<file path="config.mk">
export PLATFORM = sky130hd
export DESIGN_NAME = trap_ctrl
export DESIGN_NICKNAME = d
export VERILOG_FILES = /design/src/rtl/proc_pkg.sv /design/src/rtl/trap_ctrl_prio_enc.sv /design/src/rtl/trap_ctrl.sv
export SDC_FILE = /design/constraint.sdc
export NUM_CORES = 1
export LEC_CHECK = 0
export ABC_AREA = 1
export CAP_MARGIN = 20
export CORE_AREA = 2 2 220 222
export DETAILED_ROUTE_END_ITERATION = 7
export DIE_AREA = 0 0 222 224
export REMOVE_ABC_BUFFERS = 1
export SYNTH_ARGS = -nofsm -noshare
export SYNTH_HDL_FRONTEND = slang
export SYNTH_SLANG_ARGS = --single-unit
</file>
<file path="constraint.sdc">
create_clock -name clk_i -period 5.6 [get_ports clk_i]
set_input_delay 1.12 -clock clk_i [delete_from_list [all_inputs] [get_ports clk_i]]
set_output_delay 1.12 -clock clk_i [all_outputs]
set_load 0.005 [all_outputs]
</file>
<file path="src/rtl/proc_pkg.sv">
// Shared processor definitions: trap sequencer states, CSR addresses,
// mstatus bit positions and the mstatus/redirect helper functions.
package proc_pkg;

    typedef enum logic [2:0] {
        TRAP_IDLE        = 3'd0,
        TRAP_WR_MEPC     = 3'd1,
        TRAP_WR_MCAUSE   = 3'd2,
        TRAP_WR_MTVAL    = 3'd3,
        TRAP_WR_MSTATUS  = 3'd4,
        TRAP_MRET_STATUS = 3'd5,
        TRAP_REDIRECT    = 3'd6
    } trap_state_t;

    localparam logic [11:0] CSR_MSTATUS = 12'h300;
    localparam logic [11:0] CSR_MTVEC   = 12'h305;
    localparam logic [11:0] CSR_MEPC    = 12'h341;
    localparam logic [11:0] CSR_MCAUSE  = 12'h342;
    localparam logic [11:0] CSR_MTVAL   = 12'h343;

    localparam int MSTATUS_MIE    = 3;
    localparam int MSTATUS_MPIE   = 7;
    localparam int MSTATUS_MPP_LO = 11;
    localparam int MSTATUS_MPP_HI = 12;

    localparam logic [1:0] PRIV_M         = 2'b11;
    localparam logic [1:0] MTVEC_VECTORED = 2'b01;

    // Registered output bundle of the trap sequencer.
    typedef struct packed {
        logic        wr_en;
        logic [11:0] wr_addr;
        logic [31:0] wr_data;
        logic        stall;
        logic        flush;
        logic        redirect_valid;
        logic [31:0] redirect_pc;
        logic        busy;
    } trap_out_t;

    function automatic logic [31:0] trap_entry_mstatus(input logic [31:0] ms);
        logic [31:0] r;
        r = ms;
        r[MSTATUS_MPIE] = ms[MSTATUS_MIE];
        r[MSTATUS_MIE]  = 1'b0;
        r[MSTATUS_MPP_HI:MSTATUS_MPP_LO] = PRIV_M;
        return r;
    endfunction

    function automatic logic [31:0] mret_mstatus(input logic [31:0] ms);
        logic [31:0] r;
        r = ms;
        r[MSTATUS_MIE]  = ms[MSTATUS_MPIE];
        r[MSTATUS_MPIE] = 1'b1;
        return r;
    endfunction

    // Vectored mode only applies to interrupts; the offset wraps at 32 bits.
    function automatic logic [31:0] trap_target(input logic [31:0] mtvec,
                                                input logic [31:0] code);
        logic [31:0] base;
        base = {mtvec[31:2], 2'b00};
        if (mtvec[1:0] == MTVEC_VECTORED && code[31]) begin
            return 32'(base + 32'({code[30:0], 2'b00}));
        end
        return base;
    endfunction

endpackage

</file>
<file path="src/rtl/trap_ctrl_prio_enc.sv">
// Fixed-priority encoder: the lowest-index asserted request wins.
module trap_prio_enc #(
    parameter int NUM_SRC = 4,
    parameter int IDX_W   = (NUM_SRC > 1) ? $clog2(NUM_SRC) : 1
) (
    input  logic [NUM_SRC-1:0] req,
    output logic               any_valid,
    output logic [IDX_W-1:0]   sel_idx
);

    always_comb begin
        any_valid = |req;
        sel_idx   = '0;
        // Scan downwards so the lowest index is the last (winning) assignment.
        for (int i = NUM_SRC - 1; i >= 0; i--) begin
            if (req[i]) begin
                sel_idx = IDX_W'(i);
            end
        end
    end

endmodule

</file>
<file path="src/rtl/trap_ctrl.sv">
// Trap sequencer: arbitrates exception requests, sequences the trap-entry and
// mret CSR writes through the single write port, then redirects fetch.
module trap_ctrl
    import proc_pkg::*;
#(
    parameter int NUM_SRC = 4
) (
    input  logic                     clk_i,
    input  logic                     rst_n_i,
    input  logic [NUM_SRC-1:0]       exc_valid_i,
    input  logic [NUM_SRC-1:0][31:0] exc_code_i,
    input  logic [NUM_SRC-1:0][31:0] exc_pc_i,
    input  logic [NUM_SRC-1:0][31:0] exc_tval_i,
    input  logic                     mret_i,
    input  logic [31:0]              mstatus_i,
    input  logic [31:0]              mtvec_i,
    input  logic [31:0]              mepc_i,
    output logic                     csr_wr_en_o,
    output logic [11:0]              csr_wr_addr_o,
    output logic [31:0]              csr_wr_data_o,
    output logic                     stall_o,
    output logic                     flush_o,
    output logic                     redirect_valid_o,
    output logic [31:0]              redirect_pc_o,
    output logic                     busy_o,
    output trap_state_t              dbg_state_o
);

    localparam int IDX_W = (NUM_SRC > 1) ? $clog2(NUM_SRC) : 1;

    trap_state_t      state_q, state_d;
    logic [31:0]      code_q, pc_q, tval_q;
    logic [31:0]      code_d, pc_d, tval_d;
    trap_out_t        out_q, out_d;
    logic             any_valid;
    logic [IDX_W-1:0] sel_idx;

    trap_prio_enc #(
        .NUM_SRC (NUM_SRC),
        .IDX_W   (IDX_W)
    ) u_prio (
        .req       (exc_valid_i),
        .any_valid (any_valid),
        .sel_idx   (sel_idx)
    );

    always_ff @(posedge clk_i or negedge rst_n_i) begin
        if (!rst_n_i) begin
            state_q <= TRAP_IDLE;
            code_q  <= '0;
            pc_q    <= '0;
            tval_q  <= '0;
            out_q   <= '0;
        end else begin
            state_q <= state_d;
            code_q  <= code_d;
            pc_q    <= pc_d;
            tval_q  <= tval_d;
            out_q   <= out_d;
        end
    end

    // Requests have no ready signal: exc_valid_i / mret_i are taken only when
    // high during an IDLE cycle; while busy_o is high they are ignored, since
    // the pipeline is stalled and flushed and nothing it holds is live.
    always_comb begin
        state_d = state_q;
        code_d  = code_q;
        pc_d    = pc_q;
        tval_d  = tval_q;
        case (state_q)
            TRAP_IDLE: begin
                if (any_valid) begin
                    state_d = TRAP_WR_MEPC;
                    code_d  = exc_code_i[sel_idx];
                    pc_d    = exc_pc_i[sel_idx];
                    tval_d  = exc_tval_i[sel_idx];
                end else if (mret_i) begin
                    state_d = TRAP_MRET_STATUS;
                end
            end
            TRAP_WR_MEPC:     state_d = TRAP_WR_MCAUSE;
            TRAP_WR_MCAUSE:   state_d = TRAP_WR_MTVAL;
            TRAP_WR_MTVAL:    state_d = TRAP_WR_MSTATUS;
            TRAP_WR_MSTATUS:  state_d = TRAP_REDIRECT;
            TRAP_MRET_STATUS: state_d = TRAP_REDIRECT;
            TRAP_REDIRECT:    state_d = TRAP_IDLE;
            default:          state_d = TRAP_IDLE;
        endcase
    end

    // Outputs are decoded from the next state and loaded into out_q, so every
    // port is a flop that lines up with the state it describes.
    always_comb begin
        out_d       = '0;
        out_d.busy  = (state_d != TRAP_IDLE);
        out_d.stall = (state_d != TRAP_IDLE);
        out_d.flush = (state_d == TRAP_WR_MEPC) || (state_d == TRAP_MRET_STATUS);
        case (state_d)
            TRAP_WR_MEPC: begin
                out_d.wr_en   = 1'b1;
                out_d.wr_addr = CSR_MEPC;
                out_d.wr_data = {pc_d[31:2], 2'b00};
            end
            TRAP_WR_MCAUSE: begin
                out_d.wr_en   = 1'b1;
                out_d.wr_addr = CSR_MCAUSE;
                out_d.wr_data = code_d;
            end
            TRAP_WR_MTVAL: begin
                out_d.wr_en   = 1'b1;
                out_d.wr_addr = CSR_MTVAL;
                out_d.wr_data = tval_d;
            end
            TRAP_WR_MSTATUS: begin
                out_d.wr_en   = 1'b1;
                out_d.wr_addr = CSR_MSTATUS;
                out_d.wr_data = trap_entry_mstatus(mstatus_i);
            end
            TRAP_MRET_STATUS: begin
                out_d.wr_en   = 1'b1;
                out_d.wr_addr = CSR_MSTATUS;
                out_d.wr_data = mret_mstatus(mstatus_i);
            end
            TRAP_REDIRECT: begin
                out_d.redirect_valid = 1'b1;
                out_d.redirect_pc    = (state_q == TRAP_MRET_STATUS)
                                     ? {mepc_i[31:2], 2'b00}
                                     : trap_target(mtvec_i, code_d);
            end
            default: ;
        endcase
    end

    assign csr_wr_en_o      = out_q.wr_en;
    assign csr_wr_addr_o    = out_q.wr_addr;
    assign csr_wr_data_o    = out_q.wr_data;
    assign stall_o          = out_q.stall;
    assign flush_o          = out_q.flush;
    assign redirect_valid_o = out_q.redirect_valid;
    assign redirect_pc_o    = out_q.redirect_pc;
    assign busy_o           = out_q.busy;
    assign dbg_state_o      = state_q;

endmodule

</file>
==> metrics.md <==
| Metric | Value |
|---|---|
| Met1 Resource Use GR | 25.9% |
| Most frequent cells in the layout | clkdlybuf4s50_1 (550), nand2_1 (357), nor2_1 (189) |
| Fraction of registers with async set/reset | 100% |
| Final std cells w/o fill | 2787 |
| Synth top area cells | dfrtp_1 (36%), nand2_1 (12%), o21ai_0 (6.9%) |
| Crit path required time | 5.97 ns |
| DR WL/cell | 18.8 um |
| Placed cell count | 2751 |
| Remaining Overflow, GRT | 0 |
| # resized after CTS | 0 |
| Die H | 224 um |
| Seq pwr share | around 24% |
| Worst R2R End | redirect_pc_o[26] |
| Area growth, synth to finish | 58.3% |
| Layer with the highest usage | met2 |
| Drt drc | 0 |
| CTS H-tree depth | 4 |
| Tot Pwr | 7.84 mW |
| Dpl hpwl | 40500 um |
| Port Buffer Count | 551 |
| EDFF count, synth | 0 |
| CTS Buffer Depth | 2 |
| Met2 GRT Util | 35.9% |
| WHS | 0.478 ns |
| Total Wirelength | 52300 um |
| Max Clock Skew | 0.0100 ns |
| Most common cell after layout, fill and taps aside | clkdlybuf4s50_1 |
| Leak | just over 8 nW |
| NetSw | 3.44 mW |
| Crit share post-route | 81.8% |
| Initial core utilization | 24.7% |
| Final min period | 4.58 ns |
| Hold Path Sink | tval_q[23] |
| Worst-path maximum fanout | 29 |
| Clk Latency, worst-skew pair | 0.45 ns |
| Hold buffer count at CTS | 0 |
| Die width | 222 um |
| Hold Crit Depth | 2 |
| # setup viols final | 0 |
| Postcts setup bufs | 0 |
| Syn Area/Cell | 7.01 um^2 |
| Critical setup path kind | in -> reg |
| Max stage delay on crit path | 0.48 ns |
| Initial DRC count | 706 |
| RSZ-0062 raised after global routing | no |
| CTS clock-pin slew for the worst setup and hold paths | 0.06 ns |
| R2r setup slk | 1.88 ns |
| Gr usage total | 20.5% |
| Post-synth top area share | 35.6% |
| Reg2Reg Depth | 18 |
| Peak supply drop | about 0.23 mV |
| Post-synthesis sequential area ratio | 35.6% |
| Area leader, netlist | dfrtp_1 |
| Core area | between 40000 and 50000 um^2 |
| Via/cell ratio | roughly 4.8 |
| Outcome | finished, final reports clean |
| Library cells used by synthesis | 44 |
| Layout Nets | approximately 2700 |
| Cts bufs inserted | 17 |
| CTS root buffer | clkbuf_16 |
| Relative slew margins | about 34% |
| Largest net degree at the start of global routing | 95 |
| CTS tree | done |
| Worst r2r src | dbg_state_o[2] |
| Crit-path slowest cell | clkdlybuf4s50_1 |
| Ports | 571 |
| First-pass iteration count of the detailed router | 5 |
| Int Pwr | 4.40 mW |
| Routability congestion estimate | 0.897 |
| M3 GR Usage | 3.95% |
| Share of layout cells above drive strength 1 | 5.90% |
| Remaining antenna violation count after routing | 0 |
| Arrival time at the worst endpoint | ~5 ns |
| CP cell instances | clkdlybuf4s50_1 -> inv_1 -> nand2_1 -> nand2_2 -> nand2_8 -> nand2_1 -> a31oi_1 -> a22o_1 -> ha_1 -> inv_1 -> fa_1 -> o21ai_1 -> nand2_1 -> nand2_1 -> nand2_1 -> a21oi_1 -> nand2_1 -> nand3b_1 -> nand3_1 -> a21oi_1 |
| Synthesis Warnings | 0 |
| Global-route wire length before repair | roughly 80000 um |
| Max-slew violation count | 0 |
| Total of max-cap violations | 0 |
| Sw Share | 43.9% |
| Vias in the first global route | 13300 |
| Top cell by count, worst path | nand2_1 |
| Initial antenna violation count | 4 |
| Maximum clock frequency | ~0.22 GHz |
| Worst Setup End Kind | register |
| Syn Std Cell Area | approximately 12000 um^2 |
| Die area | roughly 50000 um^2 |
| Vias | between 10000 and 15000 |
| Rows | 80 |
| Dominant synthesized flop cell | dfrtp_1 |
| Combinational share of power | 60.1% |
| Pwr/cell area | 424 nW/um^2 |
| Synthesized instance count | 1667 |
| Crit path launch type | primary input |
| Clk sink count | approximately 170 |
| Final Hold Viols | 0 |
| Hold Crit Class | reg -> reg |
| Min-delay src | tval_q[23] |
| Number of synthesized register bits | 166 |
| Worst Tran Pin Value | 0.992 ns |
| Clock power share | about 16% |
## flip-flops by register name, summed over array words and instances, names as in the netlist
register	cells
code_q	32
csr_wr_data_o	32
tval_q	32
pc_q	30
redirect_pc_o	30
csr_wr_addr_o	4
dbg_state_o	3
busy_o	1
flush_o	1
redirect_valid_o	1
## per-layer routing
metal  vias to the layer above  wire length [um]
li1                       6538                 -
met1                      6360             22900
met2                       396             26100
met3                        40              2650
met4                         2               716
met5                         -                 9
## metrics by stage
step                      instance area (um^2)  util, %  TNS (ns)  setup WS, ns
after detailed placement                 17800     37.7         0         0.582
after global routing                     18500     39.0         0         0.752
after CTS                                18500     39.0         0          1.07
final                                    18500     39.1         0          1.02
after global placement                   17800     37.6         0         0.628
after floorplan                          11100        -    -39.90         -1.52
## Yosys cell counts, types with 29 or more instances
cell type  number
nand2_1       358
nor2_1        191
dfrtp_1       166
o21ai_0       161
inv_1         109
nand3_1        81
a21oi_1        73
o21ai_1        62
o22ai_1        62
clkbuf_1       53
buf_2          42
ha_1           35
nand4_1        34
mux2i_1        33
or2_2          29
## how the worst max path moves through the flow
stage	to	slack, ns	start
4_1_cts	redirect_pc_o[26]	1.07	exc_valid_i[2]
3_5_place_dp	redirect_pc_o[26]	0.58	exc_valid_i[2]
2_1_floorplan	redirect_pc_o[12]	-1.52	exc_valid_i[2]
6_report	redirect_pc_o[26]	1.02	exc_valid_i[2]
5_1_grt	redirect_pc_o[26]	0.75	exc_valid_i[2]
3_3_place_gp	redirect_pc_o[26]	0.63	exc_valid_i[1]
## cells by family after synthesis
logic type / after synthesis / share of synthesized area (%)
flip-flops: 166 / 35.6
adder cells (fa/ha/maj): 36 / 3.92
other: 1 / 0.0321
buffers and inverters: 258 / 9.42
AO/OA/AOI/OAI: 429 / 20.6
AND/OR/NAND/NOR: 730 / 26.6
XOR/XNOR: 14 / 1.05
multiplexers: 33 / 2.83
## final cells by class
class                   count  area, um^2
well taps                 615         769
flip-flops and latches    166        4150
repair buffers            579        5890
multi-input cells        1251        6530
diodes                      3        7.51
inverters                 141         531
fillers                  4888       28900
clock buffers              22         484
clock inverters            10         120
## worst max-delay path: cells and delay by family
kind,cells,cell delay [ns]
and+or+nand+nor,10,1.23
adders and majority gates,2,0.72
AOI/OAI and AO/OA,5,1.23
buffers and inverters,3,0.62
## power by group through the flow
| stage | combinational [mW] | clock [mW] | sequential (mW) |
|---|---|---|---|
| finish | 4.72 | 1.23 | 1.89 |
| global placement | 4.66 | 0 | 1.90 |
| global route | 5.24 | 1.32 | 1.94 |
| CTS | 4.75 | 1.27 | 1.90 |
| detailed placement | 4.72 | 0 | 1.91 |
| floorplan | 2.76 | 0 | 1.90 |
(Power assumes the default switching activity.)
